[src/rtl/jk_counter_ctrl_pkg.sv]
// Shared definitions for the JK counter sequencer: controller states and
// the J/K command encodings understood by each flip-flop cell.
package jk_counter_ctrl_pkg;

  typedef enum logic {
    ST_IDLE = 1'b0,
    ST_RUN  = 1'b1
  } state_t;

  // {J, K} pair as seen by a single JK flip-flop
  typedef enum logic [1:0] {
    JK_HOLD   = 2'b00,
    JK_RESET  = 2'b01,
    JK_SET    = 2'b10,
    JK_TOGGLE = 2'b11
  } jk_cmd_t;

endpackage

[src/rtl/jk_counter_ctrl_cell.sv]
// One JK flip-flop of the counter bank; clocked every cycle, J=K=0 holds,
// synchronous active-high reset clears Q.
module jk_cell
  import jk_counter_ctrl_pkg::*;
(
  input  logic clk,
  input  logic reset,
  input  logic j,
  input  logic k,
  output logic q,
  output logic qbar
);

  always_ff @(posedge clk) begin
    if (reset) begin
      q <= 1'b0;
    end else begin
      case (jk_cmd_t'({j, k}))
        JK_HOLD:   q <= q;
        JK_RESET:  q <= 1'b0;
        JK_SET:    q <= 1'b1;
        JK_TOGGLE: q <= ~q;
      endcase
    end
  end

  assign qbar = ~q;

endmodule

[src/rtl/jk_counter_ctrl.sv]
// Sequencer for a bank of JK flip-flops forming a modulo-(MAX+1) up/down
// counter, stepped on a slow tick derived from the system clock.
module jk_counter_ctrl
  import jk_counter_ctrl_pkg::*;
#(
  parameter int OLD_HZ = 100_000_000,
  parameter int NEW_HZ = 1,
  parameter int WIDTH  = 4,
  parameter int MAX    = 9
) (
  input  logic             iClk,
  input  logic             iReset,
  input  logic             iStart,
  input  logic             iStop,
  input  logic             iDir,
  input  logic             iLoad,
  input  logic [WIDTH-1:0] iLoadVal,
  output logic [WIDTH-1:0] oJ,
  output logic [WIDTH-1:0] oK,
  output logic [WIDTH-1:0] oCount,
  output logic             oTick,
  output logic             oBusy,
  output logic             oWrap
);

  localparam int DIV = OLD_HZ / NEW_HZ;
  // DIV=1 still needs a one-bit prescaler that simply stays at zero
  localparam int PW = (DIV > 1) ? $clog2(DIV) : 1;
  localparam logic [PW-1:0] LAST = PW'(DIV - 1);
  localparam logic [WIDTH-1:0] MAX_V = WIDTH'(MAX);

  state_t           state, state_next;
  logic [PW-1:0]    presc, presc_next;
  logic             wrap_q, wrap_next;
  logic [WIDTH-1:0] q, qbar;
  logic [WIDTH-1:0] target, load_val, step_val;
  logic             tick, step, wrap_cond;

  assign tick      = (state == ST_RUN) && (presc == LAST);
  assign load_val  = (iLoadVal > MAX_V) ? MAX_V : iLoadVal;
  assign step_val  = iDir ? ((q == MAX_V) ? '0 : q + WIDTH'(1))
                          : ((q == '0) ? MAX_V : q - WIDTH'(1));
  assign wrap_cond = iDir ? (q == MAX_V) : (q == '0);

  always_ff @(posedge iClk) begin
    if (iReset) begin
      state  <= ST_IDLE;
      presc  <= '0;
      wrap_q <= 1'b0;
    end else begin
      state  <= state_next;
      presc  <= presc_next;
      wrap_q <= wrap_next;
    end
  end

  // target is the value the bank must hold after this edge; J/K follow from it
  always_comb begin
    state_next = state;
    presc_next = presc;
    target     = q;
    step       = 1'b0;
    if (iReset) begin
      state_next = ST_IDLE;
      presc_next = '0;
    end else if (iStop) begin
      state_next = ST_IDLE;
      presc_next = '0;
    end else if (iLoad) begin
      target     = load_val;
      presc_next = '0;
    end else if (state == ST_RUN) begin
      presc_next = tick ? '0 : presc + PW'(1);
      if (tick) begin
        target = step_val;
        step   = 1'b1;
      end
    end else begin
      presc_next = '0;
      if (iStart) state_next = ST_RUN;
    end
  end

  assign wrap_next = step & wrap_cond;

  assign oJ     = target & qbar;
  assign oK     = ~target & q;
  assign oCount = q;
  assign oTick  = tick & ~iReset;
  assign oBusy  = (state == ST_RUN) & ~iReset;
  assign oWrap  = wrap_q;

  for (genvar b = 0; b < WIDTH; b++) begin : g_bank
    jk_cell u_cell (
      .clk   (iClk),
      .reset (iReset),
      .j     (oJ[b]),
      .k     (oK[b]),
      .q     (q[b]),
      .qbar  (qbar[b])
    );
  end

endmodule

[config.mk]
export PLATFORM = sky130hd
export DESIGN_NAME = jk_counter_ctrl
export DESIGN_NICKNAME = d
export VERILOG_FILES = /design/src/rtl/jk_counter_ctrl_pkg.sv /design/src/rtl/jk_counter_ctrl_cell.sv /design/src/rtl/jk_counter_ctrl.sv
export SDC_FILE = /design/constraint.sdc
export NUM_CORES = 1
export LEC_CHECK = 0
export CORE_MARGIN = 10
export CORE_UTILIZATION = 48
export CTS_CLUSTER_DIAMETER = 80
export DETAILED_ROUTE_END_ITERATION = 8
export GPL_TIMING_DRIVEN = 0
export PLACE_DENSITY = 0.7
export SLEW_MARGIN = 30
export SYNTH_ARGS = -nofsm -noshare
export SYNTH_HDL_FRONTEND = slang
export SYNTH_SLANG_ARGS = --single-unit
[constraint.sdc]
create_clock -name iClk -period 2.55 [get_ports iClk]
set_input_delay 0.51 -clock iClk [delete_from_list [all_inputs] [get_ports iClk]]
set_output_delay 0.51 -clock iClk [all_outputs]
set_load 0.05 [all_outputs]
==> summary.md, run 1 <==
| Metric | Value |
|---|---|
| Status | `finished with violations` |
| Failing checks | `negative setup slack` |
| R2r endpoint | `g_bank[1].u_cell.q` |
| Maximum vdd drop | `345 uV` |
| Cts bufs inserted | `5` |
| RSZ-0062 raised after global routing | `yes` |
| Row count | `23` |
| Clock Sinks | `33` |
| Netlist cell types | `49` |
| Worst r2r path cells | `10` |
| Mapped cell area | `between 0.002 and 0.0025 mm^2` |
| Tot Pwr | `1.14 mW` |
| Clock skew | `a little under 0.004 ns` |
| DR WL/cell | `around 15 um` |
| YS warnings | `0` |
| Crit Path Category | `reg -> out` |
| Mapped Cells | `233` |
| Slew Limit Fails | `0` |
| Least-Margin Pin Slew | `0.596 ns` |
| F_max | `363 MHz` |
| Synthesized net count | `255` |
| Number of remaining DRC errors | `0` |
| Nets@finish | `294` |
| Area growth, synth to finish | `34.0%` |
| Final wirelength | `between 4 and 5 mm` |
| ANT cells | `0` |
| CP Launch Type | `register` |
| Worst R2R Start | `presc[25]` |
| GP Congestion | `approximately 0.8` |
| Cell area power density | `around 430 mW/mm^2` |
| DR vias/cell | `5.50` |
| Die width | `84.6 um` |
| Hold_sp | `presc[0]` |
| DRT Pass-1 Iters | `4` |
| Critical path's largest stage delay | `approximately 0.53 ns` |
| Yosys top cell by area | `dfxtp_1` |
| Detailed Route Iter0 Violations | `a little under 80` |
| Crit path cell chain | `or4_4 -> nor2_4 -> nand4_4 -> o21ai_4 -> o221a_1 -> ha_2 -> buf_8` |
| Core ar. | `about 0.004 mm^2` |
| Final-report hold violation count | `0` |
| Worst path required time | `between 2 and 2.5 ns` |
| Slew headroom | `60.0%` |
| WHS | `~0.46 ns` |
| Leakage | `1.01 nW` |
| Dpl cell area | `approximately 0.0023 mm^2` |
| Post-route cell area | `0.00269 mm^2` |
| DIE AREA | `just over 0.007 mm^2` |
| Post-route ant nets | `0` |
| CP delay by family, top | `simple AND/OR/NAND/NOR gates` |
| Share of cells above drive strength 1 | `32.2%` |
| Die Y | `84.6 um` |
| Port bufs | `23` |
| Pin count of the biggest net entering global routing | `11` |
| First-pass GRT wire length | `8.54 mm` |
| Io pins | `25` |
| Worst Path Arrival | `2.24 ns` |
| CP Capture Type | `output pin` |
| Post-CTS Hold Buffers | `0` |
| Detailed-route via count | `1777` |
| Max Cap Violations | `0` |
| Clk root buf | `clkbuf_8` |
| Starting Density | `49.7%` |
| HPWL after DPL | `3.07 mm` |
| R2R setup slack | `0.30 ns` |
| Hold path endpoint | `presc[0]` |
| Final global-route overflow total | `0` |
| GRT Total Usage | `14.2%` |
| Average size of a mapped cell | `about 8.6 um^2` |
| Clock-pin slew on the worst setup and hold paths | `0.07 ns` |
| Post-synth ARST share | `0%` |
| Top FF cell, synth | `dfxtp_1` |
| Hold Path Depth | `1` |
| Post-synthesis register bit count | `33` |
| TritonCTS clock tree | `done` |
| Largest cells by area after synthesis | `dfxtp_1, nor2_1, xor2_1, ha_1, buf_4` |
| # setup viols final | `8` |
| Clock latency at the later pin of the worst-skew pair | `0.29 ns` |
| Slack of the critical path | `-0.202 ns` |
| Worst-path fanout max | `5` |
| CP bufs+invs | `1` |
| Minimum clock period after layout | `2.75 ns` |
| HP Class | `reg -> reg` |
| Post-synth EDFFs | `0` |
| CP max-delay cell | `or4_4` |
| CTS H-tree depth | `2` |
| Longest Clk Path Bufs | `2` |
| Register area share after synthesis | `33.0%` |
| Period Utilization, post-route | `108%` |
| Initial antenna violation count | `0` |
| Number of global-route vias before repair | `roughly 1800` |
| Yosys top cell area share | `33.0%` |
## sequential cells by signal, indices dropped and copies added (netlist names)
signal and flops:
oWrap 1, presc 27, g_bank.u_cell.q 4, state 1
## report_power, final
part | switching [mW] | total, mW | leakage, nW | internal (mW)
sequential | 0.00217 | 0.515 | 0.271 | 0.513
combinational | 0.0590 | 0.111 | 0.684 | 0.0525
clock | 0.199 | 0.517 | 0.0585 | 0.319
## logic make-up (layout without fill, tap and decap cells)
kind of cell	Yosys count	count (layout)	share of synthesized area, %
buffers and inverters	25	65	7.75
DFF	33	33	33.0
xor gates and xnor gates	24	24	10.5
adders and majority gates	12	12	7.50
muxes	4	4	2.00
AOI/OAI and AO/OA	27	27	9.93
and+or+nand+nor	108	108	29.4
## metrics by stage
step	worst slack (ns)	util [%]	TNS [ns]	instances
after floorplan	0.00562	-	0	233
final	-0.202	66.6	-1.29	323
after global placement	-1.39	57.0	-14.36	306
after detailed placement	-1.37	57.0	-14.26	306
after CTS	-0.200	65.3	-1.39	322
after global routing	-0.331	66.6	-2.16	323
## cells in the final DEF (no fill, tap or decap), drive strengths merged, types with 2 or more instances in the layout
cell,netlist,routed
a21oi,7,7
a31oi,2,2
and3,5,5
and4,3,3
buf,14,33
clkbuf,4,10
clkdlybuf4s50,0,13
dfxtp,33,33
ha,12,12
inv,7,7
mux2i,4,4
nand2,15,15
nand3,16,16
nand4,9,9
nand4b,2,2
nor2,44,44
nor3,4,4
o211ai,3,3
o21ai,5,5
o221a,2,2
o221ai,2,2
xnor2,6,6
xor2,18,18
## what timing repair did
action                     CTS  global route
setup endpoints to repair   14             9
pin swaps                   18            11
gates resized for setup    109            15
buffers inserted            14             1
gates cloned                 0             0
## synth_stat cells, types with 2 or more instances
| cell | count |
|---|---|
| and3_1 | 4 |
| buf_4 | 12 |
| xor2_1 | 18 |
| nand4_1 | 8 |
| nand2_1 | 13 |
| inv_1 | 7 |
| xnor2_1 | 6 |
| mux2i_1 | 4 |
| o21ai_0 | 4 |
| a21oi_1 | 7 |
| nand3_1 | 16 |
| buf_6 | 2 |
| dfxtp_1 | 33 |
| o221a_1 | 2 |
| nand4b_1 | 2 |
| clkbuf_1 | 3 |
| nor2_1 | 43 |
| a31oi_1 | 2 |
| nor3_1 | 3 |
| ha_1 | 12 |
| o221ai_1 | 2 |
| o211ai_1 | 3 |
## worst max-delay path by stage
stage	cells after the start	slack, ns	startpoint	endpoint
2_1_floorplan	9	0.006	g_bank[1].u_cell.q	oJ[3]
3_3_place_gp	8	-1.39	iReset	oJ[2]
3_5_place_dp	8	-1.37	iReset	oJ[2]
4_1_cts	7	-0.20	presc[25]	oJ[1]
5_1_grt	8	-0.33	presc[0]	oJ[0]
6_report	7	-0.20	presc[25]	oJ[0]
## per-layer routing
layer / routed length (um) / share of wire [%] / GRT usage (%) / vias to the layer above
li1: - / - / - / 878
met2: 2540 / 52 / 24.9 / 36
met1: 2060 / 42 / 15.6 / 852
met4: 103 / 2.1 / 5.99 / 0
met5: 0 / 0 / 0 / -
met3: 194 / 4.0 / 3.77 / 11
## final cells by class
cell class,instances,area (um^2)
fillers,340,1340
plain buffers,12,101
clock inverters,1,30.0
well taps,50,62.6
repair buffers,38,373
inverters,7,31.3
clock buffers,7,86.3
flip-flops and latches,33,681
multi-input cells,175,1320
(Power assumes the default switching activity.)
==> run 2: changes to the inputs <==
--- a/config.mk
+++ b/config.mk
@@ -10,7 +10,7 @@
 export CTS_CLUSTER_DIAMETER = 80
 export DETAILED_ROUTE_END_ITERATION = 8
 export GPL_TIMING_DRIVEN = 0
-export PLACE_DENSITY = 0.7
+export PLACE_DENSITY = 0.73
 export SLEW_MARGIN = 30
 export SYNTH_ARGS = -nofsm -noshare
 export SYNTH_HDL_FRONTEND = slang
==> summary.md, run 2 (synthesized netlist as in run 1, its figures left out) <==
| Metric | Value |
|---|---|
| Failing checks | `negative setup slack` |
| DIE AREA | `0.00716 mm^2 (unchanged)` |
| Clock Sinks | `33 (unchanged)` |
| First-pass GRT wire length | `8.18 mm (-4.1%)` |
| Final wirelength | `4.77 mm (-2.6%)` |
| RSZ-0062 raised after global routing | `yes` |
| Detailed-route via count | `1737 (-2.3%)` |
| Commonest non-fill, non-tap cell in the layout | `nor2_1` |
| Io pins | `25 (unchanged)` |
| Worst-path fanout max | `5 (unchanged)` |
| Nets@finish | `295 (+0.34%)` |
| Hold_sp | `presc[0]` |
| Final-report hold violation count | `0 (unchanged)` |
| Psw | `0.238 mW (-8.3%)` |
| GRT Total Usage | `13.4% (-0.73 points)` |
| Register area | `678 um^2 (-0.37%)` |
| R2r endpoint | `g_bank[0].u_cell.q` |
| DRT Pass-1 Iters | `5 (+1)` |
| Pre-CTS WS | `-1.34 ns (+0.0309 ns)` |
| Minimum clock period after layout | `2.79 ns (+0.0367 ns)` |
| Worst path required time | `2.04 ns (about the same)` |
| Leakage | `1.00 nW (-0.94%)` |
| Sequential Power Share | `50.6% (+5.6 points)` |
| # fillers | `332 (-2.4%)` |
| Period Utilization, post-route | `109% (+1.4 points)` |
| Core ar. | `0.00403 mm^2 (unchanged)` |
| HP Class | `reg -> reg` |
| Slack of the critical path | `-0.239 ns (-0.0367 ns)` |
| Cts bufs inserted | `5 (unchanged)` |
| Final TNS setup | `-1.60 ns (-0.314 ns)` |
| Max FFs per register | `27 (unchanged)` |
| CP Capture Type | `output pin` |
| Worst R2R Start | `presc[25]` |
| Int Power | `0.782 mW (-11%)` |
| DR vias/cell | `5.38 (-2.3%)` |
| Max Cap Violations | `0 (unchanged)` |
| Top reg by flops | `presc` |
| Status | `finished with violations` |
| Number of global-route vias before repair | `1765 (-0.34%)` |
| Port bufs | `23 (unchanged)` |
| Post-CTS Hold Buffers | `0 (unchanged)` |
| Starting Density | `49.7% (unchanged)` |
| ANT cells | `0 (unchanged)` |
| Pin count of the biggest net entering global routing | `11 (unchanged)` |
| TritonCTS clock tree | `done` |
| Least-Margin Pin Slew | `0.595 ns (-0.00155 ns)` |
| DR WL/cell | `14.8 um (-2.6%)` |
| Clock latency at the later pin of the worst-skew pair | `0.28 ns (about the same)` |
| Hold path endpoint | `presc[0]` |
| Slew headroom | `60.1% (+0.10 points)` |
| Critical Path Start | `presc[25]` |
| GP Congestion | `0.778 (-2.6%)` |
| HPWL after DPL | `3.12 mm (+1.7%)` |
| Detailed Route Iter0 Violations | `79 (unchanged)` |
| Hold Path Depth | `1 (unchanged)` |
| Sw Ratio | `23.3% (+0.62 points)` |
| Initial antenna violation count | `0 (unchanged)` |
| Number of remaining DRC errors | `0 (unchanged)` |
| Clk root buf | `clkbuf_8` |
| CTS H-tree depth | `2 (unchanged)` |
| Post-route ant nets | `0 (unchanged)` |
| Logic pwr share | `11.2% (+1.5 points)` |
| Tot Pwr | `1.02 mW (-11%)` |
| Crit Path Category | `reg -> out` |
| Top Registers | `presc: 27 flops, g_bank.u_cell.q: 4 flops` |
| Clock skew | `0.00640 ns (+0.00252 ns)` |
| R2R setup slack | `0.26 ns (-0.04 ns)` |
| Slew Limit Fails | `0 (unchanged)` |
| Final global-route overflow total | `0 (unchanged)` |
| Row count | `23 (unchanged)` |
| Maximum vdd drop | `344 uV (-0.23%)` |
| Die Y | `84.6 um (unchanged)` |
| Die width | `84.6 um (unchanged)` |
| Area of the multi-input gates | `0.00131 mm^2 (-0.85%)` |
| Longest Clk Path Bufs | `2 (unchanged)` |
| Most frequent cells in the layout | `nor2_1, dfxtp_1, buf_4` |
| Worst r2r path cells | `8 (-2)` |
| F_max | `359 MHz (-1.3%)` |
| CP Launch Type | `register` |
| Cell area power density | `385 mW/mm^2 (-9.7%)` |
| # setup viols final | `8 (unchanged)` |
| Clock-pin slew on the worst setup and hold paths | `0.06 ns (about the same)` |
| Area growth, synth to finish | `32.5%` |
| Share of cells above drive strength 1 | `32.6% (+0.37 points)` |
| Clock power frac | `38.2% (-7.0 points)` |
| Worst Path Arrival | `2.28 ns (+0.04 ns)` |
-- run 2: layer usage --
| layer | routed length (um) | share of wire [%] | global-route usage [%] |
|---|---|---|---|
| met3 | 203 | 4.3 | 4.06 |
| met4 | 87 | 1.8 | 5.39 |
| met5 | 0 | 0 | 0 |
| met2 | 2420 | 51 | 23.1 |
| met1 | 2060 | 43 | 15.1 |
-- run 2: final cells by class --
type / instances / share of cell area [%]
clock buffers: 7 / 3.25
well taps: 50 / 2.36
flip-flops and latches: 33 / 25.6
repair buffers: 40 / 14.9
inverters: 7 / 1.27
plain buffers: 11 / 3.35
multi-input cells: 175 / 49.3
-- run 2: what timing repair did --
| action | CTS | global route |
|---|---|---|
| resized for setup | 107 | 16 |
| gates cloned | 0 | 0 |
| pin swaps | 15 | 10 |
| buffers inserted | 14 | 3 |
| setup endpoints to repair | 14 | 9 |
-- run 2: stage by stage --
stage | std cells | hold WS, ns | util, % | cell area (um^2)
final | 323 | 0.469 | 65.9 | 2650
after global routing | 323 | 0.486 | 65.9 | 2650
after CTS | 322 | 0.444 | 64.6 | 2600
after detailed placement | 306 | 0.469 | 57.0 | 2300
after global placement | 306 | 0.448 | 57.0 | 2300
after floorplan | 233 | 0.430 | - | 2010
-- run 2: power by group through the flow --
| stage | logic (mW) | registers [mW] | clock network [mW] |
|---|---|---|---|
| after floorplan | 0.0595 | 0.530 | 0 |
| after global placement | 0.0905 | 0.531 | 0 |
| after detailed placement | 0.0915 | 0.531 | 0 |
| after CTS | 0.106 | 0.516 | 0.405 |
| after global routing | 0.122 | 0.516 | 0.426 |
| final | 0.114 | 0.517 | 0.390 |
-- run 2: how the worst max path moves through the flow --
stage	endpoint	cells after the start
after floorplan	oJ[3]	9
after global placement	oJ[2]	8
after detailed placement	oJ[2]	8
after CTS	oJ[1]	7
after global routing	oJ[2]	8
final	oJ[0]	7
-- run 2: critical path, cell delays in order (launching register included) --
cell and delay [ns]:
dfxtp_2 0.32, or4_4 0.54, nor2_4 0.14, nand4_4 0.12, o21ai_4 0.27, o221a_1 0.25, ha_2 0.21, buf_8 0.15
==> run 3: changes to the inputs <==
--- a/config.mk
+++ b/config.mk
@@ -8,9 +8,10 @@
 export CORE_MARGIN = 10
 export CORE_UTILIZATION = 48
 export CTS_CLUSTER_DIAMETER = 80
+export CTS_CLUSTER_SIZE = 10
 export DETAILED_ROUTE_END_ITERATION = 8
 export GPL_TIMING_DRIVEN = 0
-export PLACE_DENSITY = 0.73
+export PLACE_DENSITY = 0.71
 export SLEW_MARGIN = 30
 export SYNTH_ARGS = -nofsm -noshare
 export SYNTH_HDL_FRONTEND = slang
==> constraint.sdc (replaced) <==
create_clock -name iClk -period 3.2 [get_ports iClk]
set_input_delay 0.64 -clock iClk [delete_from_list [all_inputs] [get_ports iClk]]
set_output_delay 0.64 -clock iClk [all_outputs]
set_load 0.05 [all_outputs]
==> summary.md, run 3 (synthesized netlist as in run 1, its figures left out) <==
| Metric | Value |
|---|---|
| Final TNS setup | `0 ns (+1.60 ns)` |
| Share of cells above drive strength 1 | `23.7% (-8.9 points)` |
| Cts bufs inserted | `5 (unchanged)` |
| Die width | `84.6 um (unchanged)` |
| Worst-path fanout max | `4 (-1)` |
| Register area | `667 um^2 (-1.7%)` |
| HP Class | `reg -> reg` |
| Worst R2R Start | `presc[8]` |
| Minimum clock period after layout | `3.11 ns` |
| GRT Total Usage | `12.2% (-1.3 points)` |
| GP Congestion | `0.829 (+6.6%)` |
| R2R setup slack | `0.93 ns (+0.67 ns)` |
| DR vias/cell | `5.27 (-2.0%)` |
| Clock latency at the later pin of the worst-skew pair | `0.29 ns (about the same)` |
| Clock skew | `0.00805 ns (+0.00166 ns)` |
| Nets@finish | `291 (-1.4%)` |
| Worst path required time | `2.56 ns (+0.52 ns)` |
| Die Y | `84.6 um (unchanged)` |
| Longest Clk Path Bufs | `2 (unchanged)` |
| First-pass GRT wire length | `7.42 mm (-9.3%)` |
| Hold Path Depth | `1 (unchanged)` |
| Clock-pin slew on the worst setup and hold paths | `0.06 ns (about the same)` |
| DRT Pass-1 Iters | `4 (-1)` |
| Number of global-route vias before repair | `1593 (-9.7%)` |
| Slew headroom | `61.7% (+1.6 points)` |
| TritonCTS clock tree | `done` |
| Hold_sp | `presc[0]` |
| Final core occ | `61.0% (-4.9 points)` |
| RSZ-0062 raised after global routing | `yes` |
| Hold path endpoint | `presc[0]` |
| ANT cells | `0 (unchanged)` |
| DR WL/cell | `13.0 um (-12%)` |
| Worst Path Arrival | `2.47 ns (+0.19 ns)` |
| Crit Path Category | `in -> out` |
| Pin count of the biggest net entering global routing | `11 (unchanged)` |
| R2r endpoint | `g_bank[1].u_cell.q` |
| Clock Sinks | `33 (unchanged)` |
| Detailed-route via count | `1687 (-2.9%)` |
| CP Capture Type | `output pin` |
| DIE AREA | `0.00716 mm^2 (unchanged)` |
| Io pins | `25 (unchanged)` |
| Leakage | `0.979 nW (-2.5%)` |
| Port bufs | `23 (unchanged)` |
| WHS | `0.467 ns (-0.00170 ns)` |
| Cell area power density | `321 mW/mm^2 (-16%)` |
| Final wirelength | `4.16 mm (-13%)` |
| Final global-route overflow total | `0 (unchanged)` |
| Most frequent cells in the layout | `nor2_1, dfxtp_1, buf_4` |
| CTS H-tree depth | `2 (unchanged)` |
| F_max | `321 MHz` |
| # setup viols final | `0 (-8)` |
| Area of the multi-input gates | `0.00123 mm^2 (-6.2%)` |
| Starting Density | `49.7% (unchanged)` |
| Slew Limit Fails | `0 (unchanged)` |
| Initial antenna violation count | `0 (unchanged)` |
| Number of remaining DRC errors | `0 (unchanged)` |
| Commonest non-fill, non-tap cell in the layout | `nor2_1` |
| Status | `completed` |
| Max Cap Violations | `0 (unchanged)` |
| Core ar. | `0.00403 mm^2 (unchanged)` |
| Area growth, synth to finish | `22.6%` |
| # fillers | `356 (+7.2%)` |
| Least-Margin Pin Slew | `0.571 ns (-0.0234 ns)` |
| CP Launch Type | `input port` |
| Row count | `23 (unchanged)` |
| Period Utilization, post-route | `between 90% and 100%` |
| Worst r2r path cells | `8 (unchanged)` |
| Top Registers | `presc: 27 flops, g_bank.u_cell.q: 4 flops` |
| Maximum vdd drop | `279 uV (-19%)` |
| Max FFs per register | `27 (unchanged)` |
| Top reg by flops | `presc` |
| Clk root buf | `clkbuf_8` |
| Detailed Route Iter0 Violations | `91 (+15%)` |
| HPWL after DPL | `3.07 mm (-1.6%)` |
| Final-report hold violation count | `0 (unchanged)` |
| Post-route ant nets | `0 (unchanged)` |
## run 3: changes by cell type in the layout (fill, tap and decap cells not counted), sizes merged
cell	previous run	this run
buf	35	28
clkinv	0	2
clkbuf	9	10
dlymetal6s2s	0	1
## run 3: per-layer routing
metal,track usage [%],vias up,share of wire [%]
li1,-,874,-
met1,15.2,777,46
met2,19.5,28,48
met3,3.29,8,4.1
met4,4.49,0,1.8
met5,0,-,0
## run 3: final cells by class
type	count	share of cell area, %
Sequential cell	33	27.2
Buffer	18	5.40
Tap cell	50	2.55
Multi-Input combinational cell	175	50.0
Clock inverter	2	0.408
Inverter	7	1.07
Clock buffer	6	2.95
Timing Repair Buffer	29	10.5
## run 3: worst max-delay path by stage
stage | slack, ns | endpoint | from
floorplan | 0.49 | oJ[1] | presc[0]
global placement | -0.99 | oJ[2] | iReset
detailed placement | -1.03 | oJ[2] | iReset
CTS | 0.009 | oK[3] | g_bank[1].u_cell.q
global route | -0.01 | oJ[2] | iStop
finish | 0.09 | oJ[2] | iStop
## run 3: power by group
part | switching, mW | internal (mW)
logic | 0.0413 | 0.0348
clock network | 0.150 | 0.150
registers | 0.00157 | 0.411
## run 3: what timing repair did
| item | in CTS | in global routing |
|---|---|---|
| gates resized for setup | 51 | 21 |
| pin swaps | 4 | 4 |
| hold buffers | 0 | 0 |
| setup buffers | 3 | 3 |
| endpoints found under the setup margin | 9 | 9 |
## run 3: per-stage QoR
stage | setup WS [ns] | total power, mW | area, um^2 | std cells
floorplan | 0.489 | 0.470 | 2000 | 233
global placement | -0.990 | 0.495 | 2300 | 306
detailed placement | -1.03 | 0.496 | 2300 | 306
CTS | 0.00920 | 0.802 | 2390 | 317
global route | -0.0113 | 0.825 | 2460 | 320
finish | 0.0874 | 0.789 | 2460 | 320
## run 3: critical path: stages
cell	delay, ns
clkdlybuf4s50_1	0.51
nor2_2	0.23
nand2_1	0.15
nor2_1	0.17
nand2_1	0.09
o211ai_1	0.11
ha_1	0.21
buf_4	0.11
buf_2	0.25
